File: src/rtl/slowdoor_cfg_pkg.sv
// slowdoor_cfg_pkg: shared types and constants for the SlowDoor configuration loader.
// Optional feature macro used by the loader: SLOWDOOR_CFG_PARITY_EN (odd parity on in_data).
package slowdoor_cfg_pkg;

  // Loader control states
  typedef enum logic [1:0] {
    ST_IDLE  = 2'd0,
    ST_LOAD  = 2'd1,
    ST_DONE  = 2'd2,
    ST_ERROR = 2'd3
  } state_t;

  // Routing modes understood by a logic block; anything above MODE_MAX is illegal
  localparam logic [2:0] MODE_CD   = 3'd0;
  localparam logic [2:0] MODE_CE   = 3'd1;
  localparam logic [2:0] MODE_BD_E = 3'd2;
  localparam logic [2:0] MODE_DE_B = 3'd3;
  localparam logic [2:0] MODE_BC_D = 3'd4;
  localparam logic [2:0] MODE_BD_C = 3'd5;
  localparam logic [2:0] MODE_MAX  = 3'd5;

  // Error codes reported on err_code
  localparam logic [1:0] ERR_NONE   = 2'd0;
  localparam logic [1:0] ERR_MODE   = 2'd1;
  localparam logic [1:0] ERR_PARITY = 2'd2;

  // True when the byte carries odd parity over all eight bits
  function automatic logic odd_parity_ok(input logic [7:0] b);
    return ((^b) == 1'b1);
  endfunction

endpackage

File: src/rtl/slowdoor_cfg_word_check.sv
// slowdoor_cfg_word_check: splits a config byte into mode/lut and classifies it.
// With SLOWDOOR_CFG_PARITY_EN defined, bit 7 must give the byte odd parity;
// otherwise bit 7 is ignored. An illegal mode is reported ahead of a parity error.
module slowdoor_cfg_word_check
  import slowdoor_cfg_pkg::*;
(
  input  logic [7:0] data,
  output logic [2:0] mode,
  output logic [3:0] lut,
  output logic       ok,
  output logic [1:0] code
);

`ifndef SLOWDOOR_CFG_PARITY_EN
  logic unused_parity_bit_s;
  assign unused_parity_bit_s = data[7];
`endif

  // Field decode and validity classification, mode check first
  always_comb begin
    mode = data[6:4];
    lut  = data[3:0];
    ok   = 1'b1;
    code = ERR_NONE;
    if (data[6:4] > MODE_MAX) begin
      ok   = 1'b0;
      code = ERR_MODE;
    end else begin
`ifdef SLOWDOOR_CFG_PARITY_EN
      if (!odd_parity_ok(data)) begin
        ok   = 1'b0;
        code = ERR_PARITY;
      end else begin
        ok   = 1'b1;
        code = ERR_NONE;
      end
`else
      ok   = 1'b1;
      code = ERR_NONE;
`endif
    end
  end

endmodule

File: src/rtl/slowdoor_cfg_loader.sv
// slowdoor_cfg_loader: streams config bytes into sequential logic-block addresses
// and raises array_en once every block has been written without error.
// Optional feature macro: SLOWDOOR_CFG_PARITY_EN (handled in slowdoor_cfg_word_check).
module slowdoor_cfg_loader
  import slowdoor_cfg_pkg::*;
#(
  parameter int NUM_BLOCKS = 16,
  parameter int AW         = $clog2(NUM_BLOCKS)
) (
  input  logic          clk,
  input  logic          rst,
  input  logic          start,
  input  logic          abort,
  input  logic [7:0]    in_data,
  input  logic          in_valid,
  output logic          in_ready,
  output logic          cfg_we,
  output logic [AW-1:0] cfg_addr,
  output logic [2:0]    cfg_mode,
  output logic [3:0]    cfg_lut,
  output logic          busy,
  output logic          done,
  output logic          err,
  output logic [1:0]    err_code,
  output logic          array_en
);

  localparam logic [AW-1:0] LAST_ADDR = AW'(NUM_BLOCKS - 1);
  localparam logic [AW-1:0] ADDR_ONE  = AW'(1'b1);

  state_t        state_r, state_n;
  logic [AW-1:0] cnt_r, cnt_n;
  logic          we_r, we_n;
  logic [AW-1:0] addr_r, addr_n;
  logic [2:0]    mode_r, mode_n;
  logic [3:0]    lut_r, lut_n;
  logic [1:0]    code_r, code_n;
  logic          busy_r, done_r, err_r;

  logic [2:0]    chk_mode_s;
  logic [3:0]    chk_lut_s;
  logic          chk_ok_s;
  logic [1:0]    chk_code_s;
  logic          in_ready_s;
  logic          accept_s;

  slowdoor_cfg_word_check u_check (
    .data (in_data),
    .mode (chk_mode_s),
    .lut  (chk_lut_s),
    .ok   (chk_ok_s),
    .code (chk_code_s)
  );

  // Ready is withheld during abort so an arriving byte is never taken
  assign in_ready_s = (state_r == ST_LOAD) && !abort;
  assign accept_s   = in_valid && in_ready_s;

  // Next-state, counter and write-port decisions; abort overrides everything
  always_comb begin
    state_n = state_r;
    cnt_n   = cnt_r;
    we_n    = 1'b0;
    addr_n  = addr_r;
    mode_n  = mode_r;
    lut_n   = lut_r;
    code_n  = code_r;
    if (abort) begin
      state_n = ST_IDLE;
      code_n  = ERR_NONE;
    end else begin
      case (state_r)
        ST_IDLE, ST_DONE, ST_ERROR: begin
          if (start) begin
            state_n = ST_LOAD;
            cnt_n   = '0;
            code_n  = ERR_NONE;
          end else begin
            state_n = state_r;
          end
        end
        ST_LOAD: begin
          if (accept_s) begin
            if (chk_ok_s) begin
              we_n   = 1'b1;
              addr_n = cnt_r;
              mode_n = chk_mode_s;
              lut_n  = chk_lut_s;
              if (cnt_r == LAST_ADDR) begin
                state_n = ST_DONE;
              end else begin
                cnt_n = cnt_r + ADDR_ONE;
              end
            end else begin
              state_n = ST_ERROR;
              code_n  = chk_code_s;
            end
          end else begin
            state_n = ST_LOAD;
          end
        end
        default: begin
          state_n = ST_IDLE;
        end
      endcase
    end
  end

  // State, counter and registered outputs; status flags track the next state
  always_ff @(posedge clk) begin
    if (rst) begin
      state_r <= ST_IDLE;
      cnt_r   <= '0;
      we_r    <= 1'b0;
      addr_r  <= '0;
      mode_r  <= 3'd0;
      lut_r   <= 4'd0;
      code_r  <= ERR_NONE;
      busy_r  <= 1'b0;
      done_r  <= 1'b0;
      err_r   <= 1'b0;
    end else begin
      state_r <= state_n;
      cnt_r   <= cnt_n;
      we_r    <= we_n;
      addr_r  <= addr_n;
      mode_r  <= mode_n;
      lut_r   <= lut_n;
      code_r  <= code_n;
      busy_r  <= (state_n == ST_LOAD);
      done_r  <= (state_n == ST_DONE);
      err_r   <= (state_n == ST_ERROR);
    end
  end

  assign in_ready = in_ready_s;
  assign cfg_we   = we_r;
  assign cfg_addr = addr_r;
  assign cfg_mode = mode_r;
  assign cfg_lut  = lut_r;
  assign busy     = busy_r;
  assign done     = done_r;
  assign err      = err_r;
  assign err_code = code_r;
  assign array_en = done_r;

endmodule

File: config.mk
export PLATFORM = sky130hd
export DESIGN_NAME = slowdoor_cfg_loader
export DESIGN_NICKNAME = d
export VERILOG_FILES = /design/src/rtl/slowdoor_cfg_pkg.sv /design/src/rtl/slowdoor_cfg_word_check.sv /design/src/rtl/slowdoor_cfg_loader.sv
export SDC_FILE = /design/constraint.sdc
export NUM_CORES = 1
export LEC_CHECK = 0
export CELL_PAD_IN_SITES_DETAIL_PLACEMENT = 2
export CELL_PAD_IN_SITES_GLOBAL_PLACEMENT = 2
export CORE_ASPECT_RATIO = 1.5
export CORE_MARGIN = 8
export CORE_UTILIZATION = 26
export DETAILED_ROUTE_END_ITERATION = 8
export GPL_ROUTABILITY_DRIVEN = 0
export MAX_ROUTING_LAYER = met4
export PLACE_DENSITY_LB_ADDON = 0.1
export SLEW_MARGIN = 10
export SYNTH_ARGS = -nofsm -noshare
export SYNTH_HDL_FRONTEND = slang
export SYNTH_SLANG_ARGS = --single-unit
File: constraint.sdc
create_clock -name clk -period 4.6 [get_ports clk]
set_clock_uncertainty 0.15 [all_clocks]
set_input_delay 0.69 -clock clk [delete_from_list [all_inputs] [get_ports clk]]
set_output_delay 0.69 -clock clk [all_outputs]
set_load 0.03 [all_outputs]
==> results.toml, run 1 <==
[timing]
slew_violations = 0
fmaxAchievable_mhz = 328
setup_viol = 0
finalCritPeriodShare_pct = 66.3
timing.slew.headroom_pct = 49.1
rsz0062_at_grt = "false"
hold_violations = 0
hold_ws_ns = 0.311
fin_setup_tns_ns = 0
tightest_slew_ns = 0.761
post-route-min-period_ns = 3.05

[global_route]
grt_pass1_wl_um = 4420
grt_antenna_before_repair = 0
grt-ovfl-total = 0
track_usage_pct = 10.1
first_global_vias = 916
grt_start_max_net_pins = 21

[pwr]
p_per_area_nw_per_um2 = 276
power.share.sequential_pct = 56.2
clkPwrFrac_pct = 34.1
power_leakage_nw = 0.406
power_switching_mw = 0.0794
swShare_pct = 23.0
combPwrFrac_pct = 9.6
p_int_mw = 0.266
ir_worst_vdd_mv = 0.112

[finish]
area_growth_pct = 40.6
fillers = 385
nets = 150
diodes = 0
seq_area_um2 = 440
drive_above_1_share_pct = 5.97
multi_input_area_um2 = 419

[synthesis]
synth_cells = 106
ys.flop_type = "dfxtp_1"
syn_area_per_cell_um2 = 8.39
synth_seq_area_share_pct = 49.5
ys_seq_elements = 22
ys_top_cells_by_area = "dfxtp_1 (50%), nand2_1 (9.3%), a21oi_1 (8.4%)"
ys_warn_count = 0
synth_top_area_share_pct = 49.5
async_flop_share_pct = 0
syn-num-nets = 120
synth_edf_count = 0
synth_common_cells = "dfxtp_1 (22), nand2_1 (22), a21oi_1 (15), nor2_1 (9), nand3_1 (7)"
yosys.cell_types.count = 28
synth_area_leader_cell = "dfxtp_1"
syn_area_um2 = 890

[detailed_routing]
wl_per_cell_um = 15.1
drt_iter0_markers = 8
first_pass_iters = 3
wl_um = 2660
vias_per_cell = 4.89
drtAntennaViolNets = 0
drc = 0
via_count = 860

[worst_setup_path]
cp.required_ns = 3.76
reg2reg_to = "cnt_r[3]$_SDFFE_PP0P_"
worst_setup_path_start_kind = "input port"
r2r_slack_ns = 2.81
cp.arrival_ns = 2.21
ff2ff_path_depth = 5
path_class = "input port to output port"
cp-end-kind = "output port"
cp_max_fo = 8
reg2reg_from = "cnt_r[0]$_SDFFE_PP0P_"

[clock_tree]
clock_latency_ns = 0.26
cts_tree = "built"
cts.sinks = 22
holdBufCountCts = 0
htree_levels = 1
cts-resized-gates = 0
cts_made_buffers = 3
root_buffer = "clkbuf_8"
cts_setup_buffers = 0
clk_pin_slew_ns = 0.08
cts.path.max_buffers = 2

[floorplan]
die-area_um2 = 5590
dieHeight_um = 87.6
core_region_area_um2 = 3350
initial_core_util_pct = 26.5
rows = 26
die_w_um = 63.8
ios = 32

[hold_path]
hold_end = "cfg_lut[2]$_SDFFE_PP0P_"
hp-class = "flop to flop"
hold_depth = 2
hp-start = "cfg_lut[2]$_SDFFE_PP0P_"

[status]
run_status = "completed"

[flow_run]
maxCapViolations = 0

[placement]
io_buffers = 29
dp_hpwl_um = 2080
[kinds of logic after synthesis]
logic type	Yosys count	synth area share, %
AOI/OAI and AO/OA	22	14.1
adders and majority gates	1	1.41
buffers and inverters	6	3.37
DFF	22	49.5
other	1	0.422
and+or+nand+nor	54	31.2
[cell type report]
cell class                 count  area share, %
timing repair buffer          29           23.2
tap                           42           4.20
sequential                    22           35.2
multi-input combinational     78           33.5
inverter                       2          0.600
clock buffer                   3           3.30
[state kept, by name, indices dropped and copies added (netlist names), 2 cells and up]
name      flops
cfg_addr      4
cfg_lut       4
cfg_mode      3
cnt_r         4
state_r       2
[worst max path at each step]
| stage | from | end | slack (ns) |
|---|---|---|---|
| after floorplan | abort | cnt_r[3]$_SDFFE_PP0P_ | 2.58 |
| after global placement | abort | in_ready | 1.55 |
| after detailed placement | abort | in_ready | 1.55 |
| after CTS | abort | in_ready | 1.54 |
| after global routing | abort | in_ready | 1.49 |
| final | abort | in_ready | 1.55 |
[power groups by stage]
stage               combinational [mW]  clock (mW)  sequential [mW]
global route                    0.0362       0.128            0.194
CTS                             0.0340       0.121            0.194
finish                          0.0333       0.118            0.194
floorplan                       0.0129           0            0.201
global placement                0.0334           0            0.199
detailed placement              0.0338           0            0.199
[cells in the final DEF (no fill, tap or decap)]
master / count
clkdlybuf4s50_1: 29
nand2_1: 22
dfxtp_1: 22
a21oi_1: 15
nor2_1: 9
nand3_1: 7
nor3_1: 4
clkbuf_8: 3
a211oi_1: 2
or3_1: 2
a31oi_1: 2
nor3b_4: 1
nor2b_1: 1
nand4_2: 1
nand2b_1: 1
nand3b_1: 1
and4bb_2: 1
nand4bb_1: 1
a21oi_2: 1
and2_1: 1
nand4_1: 1
o21ai_0: 1
inv_2: 1
or2_0: 1
a2111oi_0: 1
inv_1: 1
ha_1: 1
conb_1: 1
[stage by stage]
| stage | power (mW) | std cells | worst slack [ns] | utilization [%] | instance area, um2 |
|---|---|---|---|---|---|
| 2_1_floorplan | 0.214 | 106 | 2.58 | - | 890 |
| 3_3_place_gp | 0.232 | 173 | 1.55 | 36.1 | 1210 |
| 3_5_place_dp | 0.233 | 173 | 1.55 | 36.1 | 1210 |
| 4_1_cts | 0.350 | 176 | 1.54 | 37.3 | 1250 |
| 5_1_grt | 0.358 | 176 | 1.49 | 37.3 | 1250 |
| 6_report | 0.345 | 176 | 1.55 | 37.3 | 1250 |
[layer usage]
layer	vias to the layer above	track usage (%)	routed length [um]
met3	2	2.56	129
li1	422	-	-
met2	22	18.3	1400
met1	414	9.82	1110
met4	0	4.89	23
met5	-	-	0
[worst max-delay path, cell delays in order]
cell	delay [ns]
clkdlybuf4s50_1	0.55
nor3b_4	0.26
clkdlybuf4s50_1	0.71
No activity file was read; power rests on OpenSTA's default activity.
==> inputs of run 2 (changes only) <==
CORE_UTILIZATION = 24   (was 26)
clock period = 3.2 ns   (was 4.6 ns; I/O delays follow)
==> results.toml, run 2 (same netlist as run 1, synthesis figures left out) <==
[pwr]
power_leakage_nw = 0.406
swShare_pct = 22.8
power.share.sequential_pct = 56.4
power_switching_mw = 0.113
p_int_mw = 0.382
clkPwrFrac_pct = 33.9
combPwrFrac_pct = 9.7
ir_worst_vdd_mv = 0.189
p_per_area_nw_per_um2 = 395

[placement]
place_inst = 174
io_buffers = 29
dp_hpwl_um = 2090

[timing]
hold_violations = 0
slew_violations = 0
timing.slew.headroom_pct = 48.3
fin_setup_tns_ns = 0
setup_viol = 0
post-route-min-period_ns = 2.64
finalCritPeriodShare_pct = 82.4
rsz0062_at_grt = "false"
fmaxAchievable_mhz = 379
tightest_slew_ns = 0.774

[global_route]
grt_start_max_net_pins = 21
track_usage_pct = 9.13
grt-ovfl-total = 0
grt_antenna_before_repair = 0
grt_pass1_wl_um = 4190
first_global_vias = 905

[detailed_routing]
via_count = 862
drc = 0
drtAntennaViolNets = 0
wl_um = 2650
vias_per_cell = 4.87
drt_iter0_markers = 10
first_pass_iters = 2
wl_per_cell_um = 15.0

[status]
run_status = "completed"

[clock_tree]
cts-resized-gates = 0
root_buffer = "clkbuf_8"
cts_setup_buffers = 0
htree_levels = 1
holdBufCountCts = 0
cts_tree = "built"
cts.sinks = 22
clock_latency_ns = 0.26
cts_made_buffers = 3
cts.path.max_buffers = 2
clk_pin_slew_ns = 0.07

[worst_setup_path]
reg2reg_to = "cnt_r[3]$_SDFFE_PP0P_"
cp-end-kind = "output port"
worst_setup_path_start_kind = "input port"
r2r_slack_ns = 1.43
ff2ff_path_depth = 5
cp_max_fo = 8
path_class = "input port to output port"
cp.required_ns = 2.57
cp.arrival_ns = 2.01
crit_end = "in_ready"
crit_start = "abort"
reg2reg_from = "cnt_r[0]$_SDFFE_PP0P_"

[finish]
final_common_cell = "clkdlybuf4s50_1"
diodes = 0
final_cells = 177
area_growth_pct = 40.8
nets = 150
drive_above_1_share_pct = 5.97
final_cell_mix = "clkdlybuf4s50_1 (29), nand2_1 (22), dfxtp_1 (22)"

[floorplan]
ios = 32
initial_core_util_pct = 24.6
rows = 27
die_w_um = 65.7
die-area_um2 = 5950
core_region_area_um2 = 3610
dieHeight_um = 90.6

[hold_path]
hold_depth = 2
hp-class = "flop to flop"

[flow_run]
maxCapViolations = 0
[run 2: cell counts in the layout (fill, tap and decap cells not counted)]
No cell type changed its count.
[run 2: stage by stage]
step | total power [mW] | utilization [%] | hold slack (ns) | setup WS, ns | instance area [um2]
2_1_floorplan | 0.308 | - | 0.312 | 1.39 | 890
3_3_place_gp | 0.334 | 33.5 | 0.291 | 0.570 | 1210
3_5_place_dp | 0.334 | 33.5 | 0.311 | 0.570 | 1210
4_1_cts | 0.505 | 34.6 | 0.322 | 0.560 | 1250
5_1_grt | 0.517 | 34.6 | 0.346 | 0.513 | 1250
6_report | 0.495 | 34.6 | 0.310 | 0.564 | 1250
[run 2: area by class of cell]
class	instances	area (um2)
Tap cell	43	53.8
Sequential cell	22	440
Multi-Input combinational cell	78	419
Clock buffer	3	41.3
Fill cell	420	2360
Timing Repair Buffer	29	290
Inverter	2	7.51
[run 2: power groups by stage]
stage | registers, mW | logic [mW] | clock network, mW
6_report | 0.279 | 0.0481 | 0.168
5_1_grt | 0.280 | 0.0518 | 0.185
4_1_cts | 0.279 | 0.0490 | 0.177
3_5_place_dp | 0.286 | 0.0488 | 0
3_3_place_gp | 0.285 | 0.0480 | 0
2_1_floorplan | 0.289 | 0.0186 | 0
[run 2: worst min-delay path by stage]
stage / from / endpoint / slack [ns]
2_1_floorplan: cnt_r[1]$_SDFFE_PP0P_ / cfg_addr[1]$_SDFFE_PP0P_ / 0.31
3_3_place_gp: cfg_lut[0]$_SDFFE_PP0P_ / cfg_lut[0]$_SDFFE_PP0P_ / 0.29
3_5_place_dp: cfg_lut[1]$_SDFFE_PP0P_ / cfg_lut[1]$_SDFFE_PP0P_ / 0.31
4_1_cts: cfg_lut[2]$_SDFFE_PP0P_ / cfg_lut[2]$_SDFFE_PP0P_ / 0.32
5_1_grt: cfg_addr[2]$_SDFFE_PP0P_ / cfg_addr[2]$_SDFFE_PP0P_ / 0.35
6_report: cfg_lut[2]$_SDFFE_PP0P_ / cfg_lut[2]$_SDFFE_PP0P_ / 0.31
[run 2: layer usage]
layer | up-vias | track usage (%) | part of all wire [%]
li1 | 421 | - | -
met1 | 414 | 8.36 | 39
met2 | 23 | 16.6 | 53
met3 | 4 | 2.36 | 6.0
met4 | 0 | 4.39 | 1.9
met5 | - | - | 0
[run 2: critical path, cell delays in order]
cell,delay [ns]
clkdlybuf4s50_1,0.55
nor3b_4,0.26
clkdlybuf4s50_1,0.71
